## src/rtl/slcg_wake_ctrl.sv

```systemverilog
// slcg_wake_ctrl: per-client SLCG enable sequencing.
// Each client runs OFF -> WAKE -> ON -> HOLD -> OFF. A round-robin arbiter admits
// one wake-up at a time to bound di/dt. HOLD keeps the clock running for a
// programmable idle hysteresis after activity stops.
//
// state | meaning
// ------+------------------------------------------------------------
// OFF   | gating cell disabled (unless override), waiting for req|busy
// WAKE  | clock enabled, counting WAKE_CYC cycles before ack
// ON    | clock stable, ack asserted, client active
// HOLD  | client idle, ack held, counting down idle hysteresis
module slcg_wake_ctrl #(
    parameter int NUM_CLIENTS = 4,
    parameter int WAKE_CYC    = 4
) (
    input  logic                   nvdla_core_clk,
    input  logic                   nvdla_core_rst,
    input  logic [NUM_CLIENTS-1:0] client_req,
    input  logic [NUM_CLIENTS-1:0] client_busy,
    input  logic                   cfg_clk_ovr_on,
    input  logic [7:0]             cfg_idle_cyc,
    output logic [NUM_CLIENTS-1:0] clk_en,
    output logic [NUM_CLIENTS-1:0] client_ack,
    output logic                   wake_active,
    output logic                   all_off
);

    localparam int WCW = $clog2(WAKE_CYC + 1);
    localparam int RRW = (NUM_CLIENTS > 1) ? $clog2(NUM_CLIENTS) : 1;
    localparam logic [WCW-1:0] WAKE_LOAD = WCW'(WAKE_CYC - 1);

    typedef enum logic [1:0] {
        ST_OFF  = 2'd0,
        ST_WAKE = 2'd1,
        ST_ON   = 2'd2,
        ST_HOLD = 2'd3
    } state_t;

    state_t           state_q [NUM_CLIENTS];
    state_t           state_d [NUM_CLIENTS];
    logic [WCW-1:0]   wcnt_q  [NUM_CLIENTS];
    logic [WCW-1:0]   wcnt_d  [NUM_CLIENTS];
    logic [7:0]       icnt_q  [NUM_CLIENTS];
    logic [7:0]       icnt_d  [NUM_CLIENTS];
    logic [RRW-1:0]   rr_q;
    logic [RRW-1:0]   rr_d;

    logic [NUM_CLIENTS-1:0] clk_en_q, clk_en_d;
    logic [NUM_CLIENTS-1:0] ack_q, ack_d;
    logic                   wake_active_q, wake_active_d;
    logic                   all_off_q, all_off_d;

    logic [NUM_CLIENTS-1:0] active;
    logic                   wake_blocking;
    logic                   gnt_vld;
    logic [RRW-1:0]         gnt_idx;
    int                     scan_idx;

    assign active = client_req | client_busy;

    // A WAKE client on its last count leaves this cycle, so it no longer blocks
    // the arbiter; this lets the next grant land on the same edge it reaches ON.
    always_comb begin
        wake_blocking = 1'b0;
        for (int c = 0; c < NUM_CLIENTS; c++) begin
            if (state_q[c] == ST_WAKE && wcnt_q[c] != '0) begin
                wake_blocking = 1'b1;
            end
        end
    end

    // Round-robin search from rr for the first OFF client wanting its clock.
    always_comb begin
        gnt_vld  = 1'b0;
        gnt_idx  = '0;
        scan_idx = 0;
        if (!wake_blocking && !cfg_clk_ovr_on) begin
            for (int i = 0; i < NUM_CLIENTS; i++) begin
                scan_idx = (int'(rr_q) + i) % NUM_CLIENTS;
                if (!gnt_vld && state_q[scan_idx] == ST_OFF && active[scan_idx]) begin
                    gnt_vld = 1'b1;
                    gnt_idx = RRW'(scan_idx);
                end
            end
        end
        rr_d = gnt_vld ? RRW'((int'(gnt_idx) + 1) % NUM_CLIENTS) : rr_q;
    end

    // Per-client next state, counters and the output values they imply.
    always_comb begin
        wake_active_d = 1'b0;
        all_off_d     = 1'b1;
        clk_en_d      = '0;
        ack_d         = '0;
        for (int c = 0; c < NUM_CLIENTS; c++) begin
            state_d[c] = state_q[c];
            wcnt_d[c]  = wcnt_q[c];
            icnt_d[c]  = icnt_q[c];
            case (state_q[c])
                ST_OFF: begin
                    if (active[c]) begin
                        if (cfg_clk_ovr_on) begin
                            state_d[c] = ST_ON;
                        end else if (gnt_vld && gnt_idx == c[RRW-1:0]) begin
                            state_d[c] = ST_WAKE;
                            wcnt_d[c]  = WAKE_LOAD;
                        end
                    end
                end
                ST_WAKE: begin
                    if (wcnt_q[c] == '0) begin
                        state_d[c] = ST_ON;
                    end else begin
                        wcnt_d[c] = wcnt_q[c] - 1'b1;
                    end
                end
                ST_ON: begin
                    if (!active[c]) begin
                        state_d[c] = ST_HOLD;
                        icnt_d[c]  = cfg_idle_cyc;
                    end
                end
                ST_HOLD: begin
                    // Activity wins over an expiring counter; override freezes the countdown.
                    if (active[c]) begin
                        state_d[c] = ST_ON;
                    end else if (!cfg_clk_ovr_on) begin
                        if (icnt_q[c] == 8'd0) begin
                            state_d[c] = ST_OFF;
                        end else begin
                            icnt_d[c] = icnt_q[c] - 8'd1;
                        end
                    end
                end
                default: state_d[c] = ST_OFF;
            endcase
            clk_en_d[c] = (state_d[c] != ST_OFF) | cfg_clk_ovr_on;
            ack_d[c]    = (state_d[c] == ST_ON) || (state_d[c] == ST_HOLD);
            if (state_d[c] == ST_WAKE) begin
                wake_active_d = 1'b1;
            end
            if (state_d[c] != ST_OFF) begin
                all_off_d = 1'b0;
            end
        end
    end

    // State, counters, rr pointer and registered outputs; reset clears everything.
    always_ff @(posedge nvdla_core_clk) begin
        if (nvdla_core_rst) begin
            for (int c = 0; c < NUM_CLIENTS; c++) begin
                state_q[c] <= ST_OFF;
                wcnt_q[c]  <= '0;
                icnt_q[c]  <= 8'd0;
            end
            rr_q          <= '0;
            clk_en_q      <= '0;
            ack_q         <= '0;
            wake_active_q <= 1'b0;
            all_off_q     <= 1'b1;
        end else begin
            for (int c = 0; c < NUM_CLIENTS; c++) begin
                state_q[c] <= state_d[c];
                wcnt_q[c]  <= wcnt_d[c];
                icnt_q[c]  <= icnt_d[c];
            end
            rr_q          <= rr_d;
            clk_en_q      <= clk_en_d;
            ack_q         <= ack_d;
            wake_active_q <= wake_active_d;
            all_off_q     <= all_off_d;
        end
    end

    assign clk_en      = clk_en_q;
    assign client_ack  = ack_q;
    assign wake_active = wake_active_q;
    assign all_off     = all_off_q;

endmodule

```

## config.mk

```make
export PLATFORM = sky130hd
export DESIGN_NAME = slcg_wake_ctrl
export DESIGN_NICKNAME = d
export VERILOG_FILES = /design/src/rtl/slcg_wake_ctrl.sv
export SDC_FILE = /design/constraint.sdc
export NUM_CORES = 1
export LEC_CHECK = 0
export ABC_AREA = 1
export CAP_MARGIN = 20
export CORE_ASPECT_RATIO = 2
export CORE_UTILIZATION = 50
export CTS_BUF_LIST = sky130_fd_sc_hd__clkbuf_4
export CTS_CLUSTER_SIZE = 30
export DETAILED_ROUTE_END_ITERATION = 7
export MAX_ROUTING_LAYER = met4
export PLACE_DENSITY_LB_ADDON = 0.2
export SLEW_MARGIN = 20
export SYNTH_ARGS = -nofsm -noshare
export SYNTH_HDL_FRONTEND = slang
export SYNTH_SLANG_ARGS = --single-unit
```

## constraint.sdc

```tcl
create_clock -name nvdla_core_clk -period 3.08 [get_ports nvdla_core_clk]
set_clock_uncertainty 0.05 [all_clocks]
set_input_delay 0.616 -clock nvdla_core_clk [delete_from_list [all_inputs] [get_ports nvdla_core_clk]]
set_output_delay 0.616 -clock nvdla_core_clk [all_outputs]
set_load 0.05 [all_outputs]
```

==> results of run 1 <==
-- layer usage --
metal / up-vias / share of wire / track usage
li1: 2074 / - / -
met1: 1898 / 0.38 / 0.2681
met2: 102 / 0.52 / 0.5102
met3: 57 / 0.031 / 0.04633
met4: 0 / 0.071 / 0.2228
met5: - / 0 / -
-- synthesized netlist by cell type, types with 4 or more instances --
master / instances / share of area
nand2_1: 119 / 0.11
nor2_1: 81 / 0.074
inv_1: 79 / 0.072
dfxtp_1: 66 / 0.32
o21ai_0: 46 / 0.056
nand3_1: 43 / 0.053
a21oi_1: 27 / 0.033
a31oi_1: 18 / 0.028
ha_1: 16 / 0.049
nand2_2: 15 / 0.023
a211oi_1: 13 / 0.024
o21ai_1: 12 / 0.015
clkbuf_1: 8 / 0.0073
inv_2: 8 / 0.0073
nand4_1: 8 / 0.012
xnor2_1: 8 / 0.017
nor2_2: 7 / 0.011
xor2_1: 6 / 0.013
buf_2: 5 / 0.0061
nand3_2: 5 / 0.012
nand2_4: 4 / 0.011
-- logic make-up after synthesis --
kind of cell,share of synthesized area
AO/OA/AOI/OAI,0.1675
flip-flops,0.3228
adder cells (fa/ha/maj),0.04891
buffers and inverters,0.1052
XOR/XNOR,0.02996
AND/OR/NAND/NOR,0.3256
-- area by class of cell --
| class | count | area share |
|---|---|---|
| clock buffers | 11 | 0.01794 |
| inverters | 89 | 0.07341 |
| repair buffers | 40 | 0.08048 |
| diodes | 1 | 0.0005438 |
| clock inverters | 5 | 0.004622 |
| well taps | 96 | 0.02610 |
| multi-input cells | 445 | 0.5098 |
| flip-flops and latches | 66 | 0.2871 |
-- critical path, delay by kind of cell --
family,cells,cell delay (ps)
AND/OR/NAND/NOR,15,1560
buffers and inverters,2,480
adder cells (fa/ha/maj),1,200
AO/OA/AOI/OAI,1,190
-- worst max path at each step --
stage	endpoint	cells past startpoint	slack, ps
after floorplan	wake_active	18	640
after global placement	wake_active	19	-80
after detailed placement	wake_active	19	-190
after CTS	wake_active	19	290
after global routing	wake_active	18	50
final	wake_active	19	280
-- stage by stage --
stage	area, sq um	worst slack, ps
after floorplan	4093	641.3
after global placement	4491	-75.44
after detailed placement	4491	-185.1
after CTS	4594	285.5
after global routing	4602	46.98
final	4602	281.1
-- sequential cells by signal, summed over array words and instances (netlist names), named ones only --
| register | cells |
|---|---|
| wcnt_q | 12 |
| icnt_q | 32 |
| client_ack | 4 |
| all_off | 1 |
| rr_q | 2 |
| clk_en | 4 |
| state_q | 8 |
| wake_active | 1 |
-- power by group --
group | switching (W) | internal (W)
clock | 0.000317 | 0.000174
sequential | 0.0000895 | 0.000945
combinational | 0.000764 | 0.000419
total | 0.00117 | 0.00154
==> impl_results.md, run 1 <==
* Clk sinks at 66
* Pin count of the biggest net entering global routing at 34
* Total power at 0.002708 W
* I/O Buffers at 28
* Count of H-tree levels built during CTS at 3
* Hold Vio Cnt, Final at 0
* Worst reg2reg path startpoint: rr_q[0]
* Prevailing post-synth register cell: dfxtp_1
* Number of buffers created by CTS at 9
* Routed via count at 4,131
* Setup crit end kind: register
* Estimated wirelength of the detail-placed design at 8297 um
* Wire length of the first global-routing pass at 18,110 um
* Area taken by flip-flops and latches at 1321 sq um
* Final Core Density at 0.5794
* Post-layout nets at 686
* WL per Instance at 14.51 um
* Peak supply drop at 0.0003401 V
* Max-slew headroom at the worst pin at 0.6665
* Die Height at 130.0 um
* Fraction of registers with async set/reset at 0
* Number of buffers on the longest clock path at 2
* Reg-to-reg slack, setup at 330 ps
* Most common cell after layout, fill and taps aside: nand2_1
* Most prevalent standard cell on the critical path: nand2_1
* Count of cells along the worst hold path at 2
* Hold WC Path Type: register to register
* Clk Tree Root Cell: clkbuf_4
* Critical path launch point type: primary input
* Post-CTS Setup Bufs at 0
* Number of warnings reported in the yosys synthesis log at 0
* Die span in x at 65.98 um
* Startpoint of the worst hold path: wcnt_q[3][1]
* Synth-to-layout area growth at 12.44%
* Total Neg Setup Slack at 0 ps
* Number of max-slew violations in the final report at 0
* Global-route total usage across every layer at 0.2889
* Ports placed on the boundary at 29
* Minimum period implied by the final worst setup slack at 2799 ps
* Timing startpoint of the critical path: client_busy[1]
* Critical path start-end classification: primary input to register
* Number of setup violations in the final report at 0
* Portion of the clock cycle consumed by the worst path in the final layout at 0.9087
* Number of max-capacitance violations reported at 0
* RR Endpoint: wake_active
* Critical Path Fanout Max at 5
* Post-synth EDFFs at 0
* Slowest cell on the critical path: clkdlybuf4s50_1
* Number of antenna violations at the first check in global routing at 1
* Synth Instances at 617
* Post-synth cell types at 33
* Outcome: completed
* Worst-skew pair later-pin latency at 430 ps
* Std cell rows at 46
* Reported leakage power at 2.120 nW
* Core Footprint at 7943 sq um
* Routed vias/inst at 5.486
* Layout cells sized above 1 at 0.1159
* Yosys reg bits at 66
* Worst slew pin tran at 498.7 ps
* Cell Chain, Critical Path: clkdlybuf4s50_1 > nor2_1 > nand2_1 > nand3_1 > nand2_1 > nand2_2 > nand2_2 > nor2_4 > nand2_1 > o21a_1 > nand2_1 > inv_1 > ha_1 > nand3_2 > nand2_2 > nand2_2 > nand2_1 > nor2_1 > nor2_1
* Placed insts at 736
* Final routed DRC violation total at 0
* Die ar. at 8573 sq um
* Terminating pin of the worst hold path: wcnt_q[3][1]
* Data required, critical path at 3340 ps
* Delay of the slowest critical-path stage at 410 ps
* Count of cells resized by post-cts repair at 0
* Synth Area per Inst at 6.633 sq um
* Worst endpoint data arrival time at 3060 ps
* Remaining antenna violation count after routing at 0
* Number of global-route vias before repair at 4,169
* Overflow after GRT at 0
* CTS tree: built
* Starting DRT DRC Count at 282
* Nets in the synthesized netlist at 652
* Achievable Freq at 0.3573 GHz
* Starting density of the core at 0.5153
* RSZ-0062 raised after global routing: no
* Clock-pin slew on the worst setup and hold paths at 110 ps
* Worst hold margin at 426.8 ps
* FILL cells at 801
* TritonRoute pass-1 iters at 4
* Cell Count, Final, Fillers Out at 753
* Routability Congestion at 0.9649
* Depth of the worst register-to-register path at 19
* Post-detailed-routing wire length at 10,930 um
* CTS Hold Buffers Added at 0
* Proportion of synthesized chip area in sequential cells at 0.3228
* Multi-input logic area at 2346 sq um
* Area of the mapped netlist at 4093 sq um
* Power per cell area at 588.5 nW/um^2
* Commonest cells after routing, fill and taps aside: 119 x nand2_1, 79 x nor2_1, 79 x inv_1, 66 x dfxtp_1, 46 x o21ai_0
Power figures use the tool's default switching activity.
==> inputs of run 2 (changes only) <==
CTS_BUF_LIST = sky130_fd_sc_hd__clkbuf_4 sky130_fd_sc_hd__clkbuf_8 sky130_fd_sc_hd__clkbuf_16   (was sky130_fd_sc_hd__clkbuf_4)
PLACE_DENSITY = 0.79   (was unset)
PLACE_DENSITY_LB_ADDON = unset   (was 0.2)
==> run 2 against run 1 <==
  * Worst setup slack got worse by 100 ps
  * Cell area increased by 5.0%
  * Global-route usage fell by 0.40 points
  * Critical path depth is the same
  * Utilization up 2.9 points
  * Final cell count is 0.27% lower
  * Die area did not move
  * Fmax is 3.5% lower
  * Routed wire length grew 0.45%
  * Via count fell by 0.17%
  * Clock-buffer cell count decreased by 2
  * Clock power up 140%
  * Largest cell class unchanged
  * Largest power group unchanged
==> impl_results.md, run 2 (synthesis results as in run 1) <==
* I/O Buffers at 28
* Post-Route M1 WL at 3872 um
* Core Footprint at 7943 sq um
* Std cell rows at 46
* Data required, critical path at 3240 ps
* Final routed DRC violation total at 0
* Critical Path End: wake_active
* Overflow after GRT at 0
* FILL cells at 760
* Estimated wirelength of the detail-placed design at 8429 um
* TritonRoute pass-1 iters at 4
* Die span in x at 65.98 um
* Starting density of the core at 0.5153
* Pre-CTS setup slack at -205.0 ps
* Die ar. at 8573 sq um
* Post-detailed-routing wire length at 10,980 um
* Most common cell after layout, fill and taps aside: nand2_1
* Startpoint of the worst hold path: wcnt_q[3][1]
* Starting DRT DRC Count at 320
* Remaining antenna violation count after routing at 0
* Reported leakage power at 2.210 nW
* Worst slew pin tran at 751.8 ps
* Hold Vio Cnt, Final at 0
* Routed vias/inst at 5.491
* Global-route total usage across every layer at 0.2849
* Routed length on met2 at 5955 um
* Antenna diodes at 0
* Outcome: completed
* Ports placed on the boundary at 29
* Number of global-route vias before repair at 3,974
* Max FFs per register at 32
* Number of buffers created by CTS at 9
* Depth of the worst register-to-register path at 19
* Die Height at 130.0 um
* Wire length of the first global-routing pass at 17,750 um
* Number of setup violations in the final report at 0
* Routability Congestion at 0.9103
* Number of antenna violations at the first check in global routing at 0
* Routed via count at 4,124
* Achievable Freq at 0.3448 GHz
* Clock-pin slew on the worst setup and hold paths at 60 ps
* Biggest registers after layout: icnt_q x32, wcnt_q x12, state_q x8
* Hold WC Path Type: register to register
* Post-layout nets at 685
* Synth-to-layout area growth at 18.10%
* Setup crit end kind: register
* Detail Route met3 WL at 398 um
* Post-CTS Setup Bufs at 0
* Portion of the clock cycle consumed by the worst path in the final layout at 0.9416
* Worst reg2reg path startpoint: rr_q[0]
* Uppermost signal routing layer after detailed routing: met4
* Placed insts at 735
* CTS tree: built
* Max-slew headroom at the worst pin at 0.4983
* Minimum period implied by the final worst setup slack at 2900 ps
* Critical path start-end classification: primary input to register
* Cell Count, Final, Fillers Out at 751
* Clk sinks at 66
* Reg-to-reg slack, setup at 450 ps
* Peak supply drop at 0.0003899 V
* Worst endpoint data arrival time at 3060 ps
* Critical path launch point type: primary input
* Area taken by flip-flops and latches at 1321 sq um
* Clk Tree Root Cell: clkbuf_16
* Number of max-slew violations in the final report at 0
* Critical Path Fanout Max at 5
* Power per cell area at 700.6 nW/um^2
* Worst-skew pair later-pin latency at 330 ps
* Pin count of the biggest net entering global routing at 34
* Timing startpoint of the critical path: client_busy[1]
* Layout cells sized above 1 at 0.1206
* Post-layout worst setup margin at 179.8 ps
* RSZ-0062 raised after global routing: no
* Number of buffers on the longest clock path at 2
* Commonest cells after routing, fill and taps aside: 119 x nand2_1, 79 x inv_1, 78 x nor2_1, 66 x dfxtp_1, 45 x o21ai_0
* Number of max-capacitance violations reported at 0
* RR Endpoint: wake_active
* Count of H-tree levels built during CTS at 3
* WL per Instance at 14.62 um
* Top reg by flops: icnt_q
* Multi-input logic area at 2349 sq um
[run 2: changes by cell type in the layout (fill, tap and decap cells not counted), sizes merged]
cell	change
buf	-1
bufinv	+3
clkbuf	-2
clkinv	-4
clkinvlp	+3
diode	-1
[run 2: worst max-delay path, stage by stage]
cell,delay (ps)
clkdlybuf4s50_1,460
nor2_2,190
nand2_1,120
nand3_1,90
nand2_1,60
nand2_2,110
nand2_2,70
nor2_4,90
nand2_1,90
o21a_1,170
nand2_1,110
inv_1,70
ha_1,210
nand3_2,110
nand2_2,90
nand2_2,110
nand2_1,140
nor2_1,130
nor2_1,40
[run 2: layout make-up]
class,instances,share of cell area
inverters,89,0.06989
well taps,96,0.02485
repair buffers,39,0.07507
clock inverters,7,0.02433
multi-input cells,445,0.4859
clock buffers,9,0.04660
flip-flops and latches,66,0.2734
[run 2: metrics by stage]
stage | setup TNS (ps) | instance area (sq um) | hold WS, ps | util | total power [W]
floorplan | 0 | 4093 | 389.2 | - | 0.001904
global placement | -269.0 | 4483 | 404.9 | 0.5644 | 0.002191
detailed placement | -348.2 | 4483 | 404.0 | 0.5644 | 0.002212
CTS | 0 | 4826 | 411.6 | 0.6076 | 0.003401
global route | 0 | 4833 | 446.2 | 0.6085 | 0.003590
finish | 0 | 4833 | 410.2 | 0.6085 | 0.003386
[run 2: worst min-delay path by stage]
stage / cells after the start / endpoint
after floorplan: 2 / wcnt_q[3][1]
after global placement: 2 / wcnt_q[3][1]
after detailed placement: 2 / wcnt_q[3][1]
after CTS: 2 / wcnt_q[3][1]
after global routing: 2 / wcnt_q[3][1]
final: 2 / wcnt_q[3][1]
[run 2: power by group]
part	total [W]	switching (W)	internal, W
sequential	0.00103	0.0000851	0.000947
clock	0.00118	0.000390	0.000788
combinational	0.00118	0.000759	0.000417
total	0.00339	0.00123	0.00215
[run 2: per-layer routing]
layer / vias to the layer above / track usage
li1: 2060 / -
met3: 48 / 0.06031
met2: 108 / 0.5174
met4: 0 / 0.2103
met1: 1908 / 0.2466
met5: - / -
[run 2: timing repair]
| item | in CTS | in global routing |
|---|---|---|
| setup endpoints to repair | 0 | 1 |
| gates resized for setup | 0 | 4 |
| hold buffers | 0 | 0 |
